<file path="src/rtl/vend_payout_ctrl_if.sv">
// ============================================================================
// Module      : vend_payout_ctrl_if
// Description : Request/actuator bundle between the vending FSM and the
//               payout controller.
// Revision    : 1.0 - initial release
// ============================================================================
`default_nettype none

interface vend_payout_ctrl_if;
    logic       dispense;
    logic [1:0] change;
    logic       motor_done;
    logic       fault_clr;
    logic       motor_on;
    logic       eject_5;
    logic       busy;
    logic       fault;
    logic       req_lost;

    modport master (
        output dispense, change, motor_done, fault_clr,
        input  motor_on, eject_5, busy, fault, req_lost
    );

    modport slave (
        input  dispense, change, motor_done, fault_clr,
        output motor_on, eject_5, busy, fault, req_lost
    );
endinterface

`default_nettype wire

</file>
<file path="src/rtl/vend_payout_ctrl.sv">
// ============================================================================
// Module      : vend_payout_ctrl
// Description : Queues vend/change pulses and drives the product motor and
//               the 5-rupee hopper with motor timeout and fault handling.
// Revision    : 1.0 - initial release
// ============================================================================
`default_nettype none

module vend_payout_ctrl #(
    parameter int MOTOR_TIMEOUT = 1000,
    parameter int COIN_PULSE    = 4,
    parameter int COIN_GAP      = 4,
    parameter int MAX_PENDING   = 3
) (
    input  wire logic          clk,
    input  wire logic          reset_n,
    vend_payout_ctrl_if.slave  bus
);

    localparam int VP_W   = $clog2(MAX_PENDING + 1);
    localparam int TMR_W  = $clog2(MOTOR_TIMEOUT + 1);
    localparam int PH_MAX = (COIN_PULSE > COIN_GAP) ? COIN_PULSE : COIN_GAP;
    localparam int PH_W   = $clog2(PH_MAX + 1);

    localparam logic [2:0] c_idle      = 3'd0;
    localparam logic [2:0] c_vend      = 3'd1;
    localparam logic [2:0] c_pay_pulse = 3'd2;
    localparam logic [2:0] c_pay_gap   = 3'd3;
    localparam logic [2:0] c_fault     = 3'd4;

    localparam logic [TMR_W-1:0] c_tmr_last   = TMR_W'(MOTOR_TIMEOUT - 1);
    localparam logic [PH_W-1:0]  c_pulse_last = PH_W'(COIN_PULSE - 1);
    localparam logic [PH_W-1:0]  c_gap_last   = PH_W'(COIN_GAP - 1);
    localparam logic [VP_W-1:0]  c_vend_max   = VP_W'(MAX_PENDING);

    logic [2:0]       state_q, state_d;
    logic [VP_W-1:0]  vend_pend_q, vend_pend_d;
    logic [3:0]       coin_pend_q, coin_pend_d;
    logic [TMR_W-1:0] tmr_q, tmr_d;
    logic [PH_W-1:0]  phase_q, phase_d;
    logic             req_lost_q, req_lost_d;
    logic             motor_on_q, motor_on_d;
    logic             eject_5_q, eject_5_d;
    logic             fault_q, fault_d;

    logic             dispatch;
    logic             vend_dec;
    logic             coin_dec;
    logic             drop;
    logic [1:0]       coin_add;
    logic [VP_W:0]    vend_sum;
    logic [4:0]       coin_sum;

    // State, counters and registered outputs
    always_ff @(posedge clk or negedge reset_n) begin
        if (!reset_n) begin
            state_q     <= c_idle;
            vend_pend_q <= '0;
            coin_pend_q <= '0;
            tmr_q       <= '0;
            phase_q     <= '0;
            req_lost_q  <= 1'b0;
            motor_on_q  <= 1'b0;
            eject_5_q   <= 1'b0;
            fault_q     <= 1'b0;
        end else begin
            state_q     <= state_d;
            vend_pend_q <= vend_pend_d;
            coin_pend_q <= coin_pend_d;
            tmr_q       <= tmr_d;
            phase_q     <= phase_d;
            req_lost_q  <= req_lost_d;
            motor_on_q  <= motor_on_d;
            eject_5_q   <= eject_5_d;
            fault_q     <= fault_d;
        end
    end

    // Next state, dispatch and pending-count update
    always_comb begin
        state_d  = state_q;
        tmr_d    = tmr_q;
        phase_d  = phase_q;
        dispatch = 1'b0;
        vend_dec = 1'b0;
        coin_dec = 1'b0;

        case (state_q)
            c_idle: dispatch = 1'b1;
            c_vend: begin
                if (bus.motor_done) begin
                    dispatch = 1'b1;
                end else if (tmr_q == c_tmr_last) begin
                    state_d = c_fault;
                end else begin
                    tmr_d = tmr_q + TMR_W'(1);
                end
            end
            c_pay_pulse: begin
                if (phase_q == c_pulse_last) begin
                    state_d = c_pay_gap;
                    phase_d = '0;
                end else begin
                    phase_d = phase_q + PH_W'(1);
                end
            end
            c_pay_gap: begin
                if (phase_q == c_gap_last) begin
                    dispatch = 1'b1;
                end else begin
                    phase_d = phase_q + PH_W'(1);
                end
            end
            c_fault: begin
                if (bus.fault_clr) begin
                    state_d = c_idle;
                end
            end
            default: state_d = c_idle;
        endcase

        // Decision sees the counts before this cycle's new requests
        if (dispatch) begin
            if (vend_pend_q != '0) begin
                state_d  = c_vend;
                vend_dec = 1'b1;
                tmr_d    = '0;
            end else if (coin_pend_q != 4'd0) begin
                state_d  = c_pay_pulse;
                coin_dec = 1'b1;
                phase_d  = '0;
            end else begin
                state_d  = c_idle;
            end
        end

        coin_add = (bus.change == 2'b11) ? 2'b00 : bus.change;
        vend_sum = {1'b0, vend_pend_q} + {{VP_W{1'b0}}, bus.dispense}
                 - {{VP_W{1'b0}}, vend_dec};
        coin_sum = {1'b0, coin_pend_q} + {3'b000, coin_add} - {4'b0000, coin_dec};

        drop = 1'b0;
        if (vend_sum > {1'b0, c_vend_max}) begin
            vend_pend_d = c_vend_max;
            drop        = 1'b1;
        end else begin
            vend_pend_d = vend_sum[VP_W-1:0];
        end
        if (coin_sum > 5'd15) begin
            coin_pend_d = 4'd15;
            drop        = 1'b1;
        end else begin
            coin_pend_d = coin_sum[3:0];
        end

        // A fresh drop outranks a simultaneous clear
        if (drop) begin
            req_lost_d = 1'b1;
        end else if (bus.fault_clr) begin
            req_lost_d = 1'b0;
        end else begin
            req_lost_d = req_lost_q;
        end
    end

    always_comb begin
        motor_on_d = (state_d == c_vend);
        eject_5_d  = (state_d == c_pay_pulse);
        fault_d    = (state_d == c_fault);
    end

    assign bus.motor_on = motor_on_q;
    assign bus.eject_5  = eject_5_q;
    assign bus.fault    = fault_q;
    assign bus.req_lost = req_lost_q;
    assign bus.busy     = (state_q != c_idle) || (vend_pend_q != '0)
                       || (coin_pend_q != 4'd0);

endmodule

`default_nettype wire

</file>
<file path="src/flat_wrapper.sv">
// flat-port wrapper written by rule: the top's interface ports become plain ports
module vend_payout_ctrl_flat 
#(
    parameter int MOTOR_TIMEOUT = 1000,
    parameter int COIN_PULSE    = 4,
    parameter int COIN_GAP      = 4,
    parameter int MAX_PENDING   = 3
)
  (clk, reset_n, bus_dispense, bus_change, bus_motor_done, bus_fault_clr, bus_motor_on, bus_eject_5, bus_busy, bus_fault, bus_req_lost);
  vend_payout_ctrl_if bus_i ();
  input  wire logic clk;
  input  wire logic reset_n;
  input wire logic [$bits(bus_i.dispense)-1:0] bus_dispense;
  input wire logic [$bits(bus_i.change)-1:0] bus_change;
  input wire logic [$bits(bus_i.motor_done)-1:0] bus_motor_done;
  input wire logic [$bits(bus_i.fault_clr)-1:0] bus_fault_clr;
  output wire logic [$bits(bus_i.motor_on)-1:0] bus_motor_on;
  output wire logic [$bits(bus_i.eject_5)-1:0] bus_eject_5;
  output wire logic [$bits(bus_i.busy)-1:0] bus_busy;
  output wire logic [$bits(bus_i.fault)-1:0] bus_fault;
  output wire logic [$bits(bus_i.req_lost)-1:0] bus_req_lost;
  assign bus_i.dispense = bus_dispense;
  assign bus_i.change = bus_change;
  assign bus_i.motor_done = bus_motor_done;
  assign bus_i.fault_clr = bus_fault_clr;
  assign bus_motor_on = bus_i.motor_on;
  assign bus_eject_5 = bus_i.eject_5;
  assign bus_busy = bus_i.busy;
  assign bus_fault = bus_i.fault;
  assign bus_req_lost = bus_i.req_lost;
  vend_payout_ctrl #(.MOTOR_TIMEOUT(MOTOR_TIMEOUT), .COIN_PULSE(COIN_PULSE), .COIN_GAP(COIN_GAP), .MAX_PENDING(MAX_PENDING)) u_core (.clk(clk), .reset_n(reset_n), .bus(bus_i));
endmodule
</file>
<file path="config.mk">
export PLATFORM = sky130hd
export DESIGN_NAME = vend_payout_ctrl_flat
export DESIGN_NICKNAME = d
export VERILOG_FILES = /design/src/rtl/vend_payout_ctrl_if.sv /design/src/rtl/vend_payout_ctrl.sv /design/src/flat_wrapper.sv
export SDC_FILE = /design/constraint.sdc
export NUM_CORES = 1
export LEC_CHECK = 0
export CAP_MARGIN = 20
export CORE_UTILIZATION = 40
export CTS_CLUSTER_DIAMETER = 80
export CTS_CLUSTER_SIZE = 30
export DETAILED_ROUTE_END_ITERATION = 7
export PLACE_DENSITY = 0.65
export SYNTH_ARGS = -nofsm -noshare
export SYNTH_HDL_FRONTEND = slang
export SYNTH_SLANG_ARGS = --single-unit
</file>
<file path="constraint.sdc">
create_clock -name clk -period 3.1 [get_ports clk]
set_clock_uncertainty 0.05 [all_clocks]
set_input_delay 0.62 -clock clk [delete_from_list [all_inputs] [get_ports clk]]
set_output_delay 0.62 -clock clk [all_outputs]
set_load 0.03 [all_outputs]
</file>
### After elaboration in Yosys (flattened, before gate mapping)

Index checks and enable logic that the tools add are counted.
W data, S select, Z words.

* register bits after elaboration: 26
* bits in latches: 0
* memory bits (writable): 0
* bits in read-only memories: 0
* output and inout port bits: 5
* word-level logic and storage cells: 69
* memories kept: 0

* add/sub/neg operators: 6
* multiply operators: 0
* div/mod/pow operators: 0
* order comparisons: 2
* eq/ne operators: 10
* shift operators: 0
* muxes and demuxes: 34
* bitwise logic cells: 0
* reductions and logical operators: 8

Operators by type and width (count)
* $mux W10: 5
* $mux W3: 11
* $eq A3 B2 Y1 const B: 4
* $pmux W3 S4: 1
* $mux W1: 11
* $add A10 B1 Y10 const B: 1
* $eq A10 B10 Y1 const B: 1
* $eq A3 B1 Y1 const B: 2
* $eq A3 B3 Y1 const B: 2
* $mux W2: 3
* $pmux W3 S2: 1
* $add A4 B2 Y5: 1
* $gt A5 B4 Y1 const B: 1
* $sub A5 B1 Y5: 1
* $mux W4: 1
* $reduce_bool A2 Y1: 2
* $reduce_bool A4 Y1: 1
* $add A2 B1 Y3: 1
* $add A3 B1 Y3 const B: 1
* $gt A3 B2 Y1 const B: 1
* $logic_not A3 Y1: 1
* $pmux W1 S3: 1
* $reduce_bool A3 Y1: 1
* $sub A3 B1 Y3: 1
* 3 further kinds: 4

### Depth between registers and ports, before layout

Gate-level depths: netlist (run 1).

* word-level depth: 9
* depth in mapped cells: 14

### Least setup slack after synthesis (run 1)

No wires, ideal clock.

* path type: input to register
* start point: input bus_motor_done
* end point: register u_core.req_lost_q, in the netlist u_core.bus.req_lost
* data arrival time: 2860 ps
* data required time: 2900 ps
* path slack: 40 ps
* cell stages on the path: 13
* path buffers: 0
* cells stage by stage: or3b_2 > o21ai_0 > or4_1 > inv_1 > ha_1 > inv_1 > ha_1 > inv_1 > fa_1 > nand2b_1 > a21oi_1 > or3_1 > o2111ai_1

* longest elaborated chain between the ends: 8
* elaborated cells on any way between the ends: 12

Ends and longest elaborated chain
* start: declaration: RTL line flat_wrapper.sv:15 `input wire logic [$bits(bus_i.motor_done)-1:0] bus_motor_done;`
* $mux W1 (*): RTL line vend_payout_ctrl.sv:91 `if (bus.motor_done) begin`
* $pmux W1 S3 (*): RTL line vend_payout_ctrl.sv:88 `case (state_q)`
* parallel branches: the longest is 4 deep, another holds $sub A5 B1 Y5
* $mux W1 (*): RTL line vend_payout_ctrl.sv:149 `if (coin_sum > 5'd15) begin`
* $mux W1 or $reduce_bool A2 Y1 (tied branches)
* end signal: assignment: RTL line vend_payout_ctrl.sv:72 `req_lost_q <= req_lost_d;`
* end: declaration: RTL line vend_payout_ctrl.sv:41 `logic req_lost_q, req_lost_d;`

Mark *: on every way between the ends.
A chain may end at the register's enable or synchronous reset.

### Worst setup path in the final report (run 1)

Same ends and word-level chain as after synthesis.

==> metrics.yaml, run 1 <==
status: "finished, final reports clean"
power_uw: 1510
ant_nets: 0
clock_sinks: 26
worstSetupEndpointType: "flip-flop"
crit_slowest_cell: "or3b_2"
syn2layout_area_growth_pct: 19.8
max_cap_viol_count: 0
die_h_um: 64.7
start_util_pct: 42.4
synth_flop_cell: "dfrtp_1"
placed_area_sq_um: 1820
crit_family: "simple AND/OR/NAND/NOR gates"
finalSetupViolCount: 0
final_area_sq_um: 1890
post_drt_wl_per_cell_um: 13.7
critPathLaunchType: "input pin"
crit_chain: "dlygate4sd2_1 -> or3b_2 -> o21ai_1 -> or4_4 -> inv_2 -> ha_1 -> inv_1 -> ha_1 -> inv_1 -> fa_2 -> nand2b_4 -> a21oi_2 -> or3_4 -> o2111ai_1"
fin_util_pct: 50.7
grtUsageTotal_pct: 17.0
chipWidth_um: 64.7
seqPwrFrac_pct: 32.3
core_sq_um: 3720
ios: 12
overflow: 0
pwr-share-comb_pct: 55.2
drt-vias-per-instance: 5.45
drt_first_iter_violations: 90
grt_start_max_net_pins: 27
syn_area_sq_um: 1570
fin_crit_ps: 2940
p_leak_uw: 0.000854
p_int_uw: 905
cts_buffers: 3
clock_latency_ps: 270
swShare_pct: 40.2
grt_pass1_vias: 1272
max_slew_margin_pct: 70.9
ys_seq_area_share_pct: 41.3
drv_slew: 0
clockPowerShare_pct: 12.5
yosysWarnings: 0
async_flop_share_pct: 100
htreeDepth: 1
max_stage_delay_ps: 450
final_layout_size_suffix_gt1_share_pct: 16.3
hold_viol_final: 0
nNetsFinal: 207
cp.required_ps: 3180
routed_wl_mm: 3.17
core.rowCount: 22
power.net_switching_uw: 609
dieArea_sq_um: 4190
grt_pass1_wl_mm: 5.53
peakVddDrop_v: 0.000469
syn-mean-instance-area_sq_um: 9.84
arrival_ps: 3020
fin_crit_sh_pct: 94.8
vias: 1264
syn-instance-count: 160
clock.fmax_mhz: 340
antenna_found_initial: 0
crit_buf_inv: 4
synth-edff-count: 0
tightest_slew_ps: 436
cts_tree: "built"
ys_ff_latch: 26
firstDrtPassIters: 4
place.gp.congestion: 0.826
hold_path_class: "flip-flop to flip-flop"
clockBufferDepth: 2
path_max_fanout: 5
antennaDiodeCount: 0
dp_hpwl_mm: 2.33
drcViolationCount: 0
ys_types: 48
syn_nets: 181
place_ws_ps: -571
worstSetupPathType: "input pin to flip-flop"
powerDensity_nw_per_um2: 803
cts.reportedPaths.clkPinSlew_ps: 90
io_buffers: 11
root_buffer: "clkbuf_8"
fin_ws_ps: 161
power groups by stage:
| stage | registers, uW | logic [uW] | clock network [uW] |
|---|---|---|---|
| 5_1_grt | 500 | 949 | 210 |
| 2_1_floorplan | 509 | 515 | 0 |
| 3_3_place_gp | 494 | 753 | 0 |
| 4_1_cts | 490 | 834 | 198 |
| 3_5_place_dp | 495 | 794 | 0 |
| 6_report | 489 | 835 | 189 |
flip-flops by register name, summed over array words and instances (netlist names):
| name | flops |
|---|---|
| u_core.vend_pend_q | 2 |
| u_core.bus.fault | 1 |
| u_core.state_q | 3 |
| u_core.bus.req_lost | 1 |
| u_core.bus.motor_on | 1 |
| u_core.bus.eject_5 | 1 |
| u_core.coin_pend_q | 4 |
| u_core.phase_q | 3 |
| u_core.tmr_q | 10 |
metal layers:
| layer | track usage [%] | share of wire, % | up-vias |
|---|---|---|---|
| met5 | 0 | 0 | - |
| met4 | 6.39 | 1.1 | 0 |
| met3 | 2.46 | 2.4 | 4 |
| met2 | 28.8 | 49 | 21 |
| met1 | 21.8 | 47 | 612 |
| li1 | - | - | 627 |
synth_stat cells (2+ instances only):
library cell | instances | share of area, %
a21oi_1 | 9 | 2.9
and3_1 | 3 | 1.2
dfrtp_1 | 26 | 41
fa_1 | 2 | 2.5
ha_1 | 12 | 9.5
inv_1 | 22 | 5.2
nand2_1 | 7 | 1.7
nand2b_1 | 4 | 1.6
nand3_1 | 7 | 2.2
nand3b_1 | 3 | 1.4
nand4_1 | 2 | 0.79
nor2_1 | 7 | 1.7
nor2b_1 | 3 | 1.2
nor3_1 | 3 | 0.95
nor4_1 | 2 | 0.79
o2111ai_1 | 3 | 1.7
o21ai_0 | 5 | 1.6
o311ai_0 | 3 | 1.7
o41ai_1 | 3 | 1.7
or3_1 | 3 | 1.2
xnor2_1 | 2 | 1.1
xor2_1 | 3 | 1.7
logic make-up after synthesis:
family | count (synthesis) | share of synthesized area [%]
DFF | 26 | 41.3
xor gates and xnor gates | 5 | 2.78
adders and majority gates | 14 | 12.1
buffers and inverters | 26 | 6.68
and+or+nand+nor | 57 | 22.6
AOI/OAI and AO/OA | 32 | 14.5
cell usage in the layout (no fill, tap or decap), types with 2 or more instances in the layout:
cell type,instances
a21oi_1,8
and3_1,3
buf_4,13
clkbuf_8,3
clkdlybuf4s50_1,10
dfrtp_1,26
ha_1,12
inv_1,21
inv_2,2
nand2_1,7
nand2b_1,3
nand3_1,7
nand3b_1,3
nand4_1,2
nor2_1,7
nor2b_1,3
nor3_1,3
nor4_1,2
o2111ai_1,3
o21ai_0,3
o21ai_1,2
o311ai_0,3
o41ai_1,3
or3_1,2
or4_4,2
xnor2_1,2
xor2_1,3
area by class of cell:
class	instances	area (sq um)
multi-input combinational	108	841
tap	48	60.1
fill	343	1830
inverter	23	86.3
sequential	26	651
clock buffer	3	41.3
timing repair buffer	24	206
final timing paths:
check | depth (start not counted) | slack, ps | startpoint | to
worst max-delay path | 14 | 160 | bus_motor_done | u_core.bus.req_lost$_DFFE_PN0P_
worst min-delay path | 1 | 480 | u_core.tmr_q[6]$_DFF_PN0_ | u_core.tmr_q[6]$_DFF_PN0_
worst max register to register | 14 | 180 | u_core.coin_pend_q[3]$_DFF_PN0_ | u_core.bus.req_lost$_DFFE_PN0P_
worst min register to register | 1 | 480 | u_core.tmr_q[6]$_DFF_PN0_ | u_core.tmr_q[6]$_DFF_PN0_
max in group asynchronous | 2 | 2080 | reset_n | u_core.coin_pend_q[0]$_DFF_PN0_
min in group asynchronous | 2 | 670 | reset_n | u_core.state_q[0]$_DFF_PN0_
metrics by stage:
| step | cells | hold slack [ps] | TNS (ps) |
|---|---|---|---|
| floorplan | 160 | 274 | 0 |
| global placement | 228 | 449 | -2440 |
| detailed placement | 228 | 456 | -2830 |
| CTS | 231 | 474 | 0 |
| global route | 232 | 505 | -16.5 |
| finish | 232 | 483 | 0 |
timing repair:
item | 4_1_cts | 5_1_grt
setup endpoints to repair | 5 | 2
gates resized for setup | 6 | 3
pin swaps | 3 | 1
hold buffers | 0 | 0
setup buffers | 0 | 1
No activity file was read; power rests on OpenSTA's default activity.
==> run 2: changes to the inputs <==
- CTS_CLUSTER_DIAMETER: 80 -> not set
==> results of run 2 <==
Final layout, timing and power as in run 1 (identical DEF).
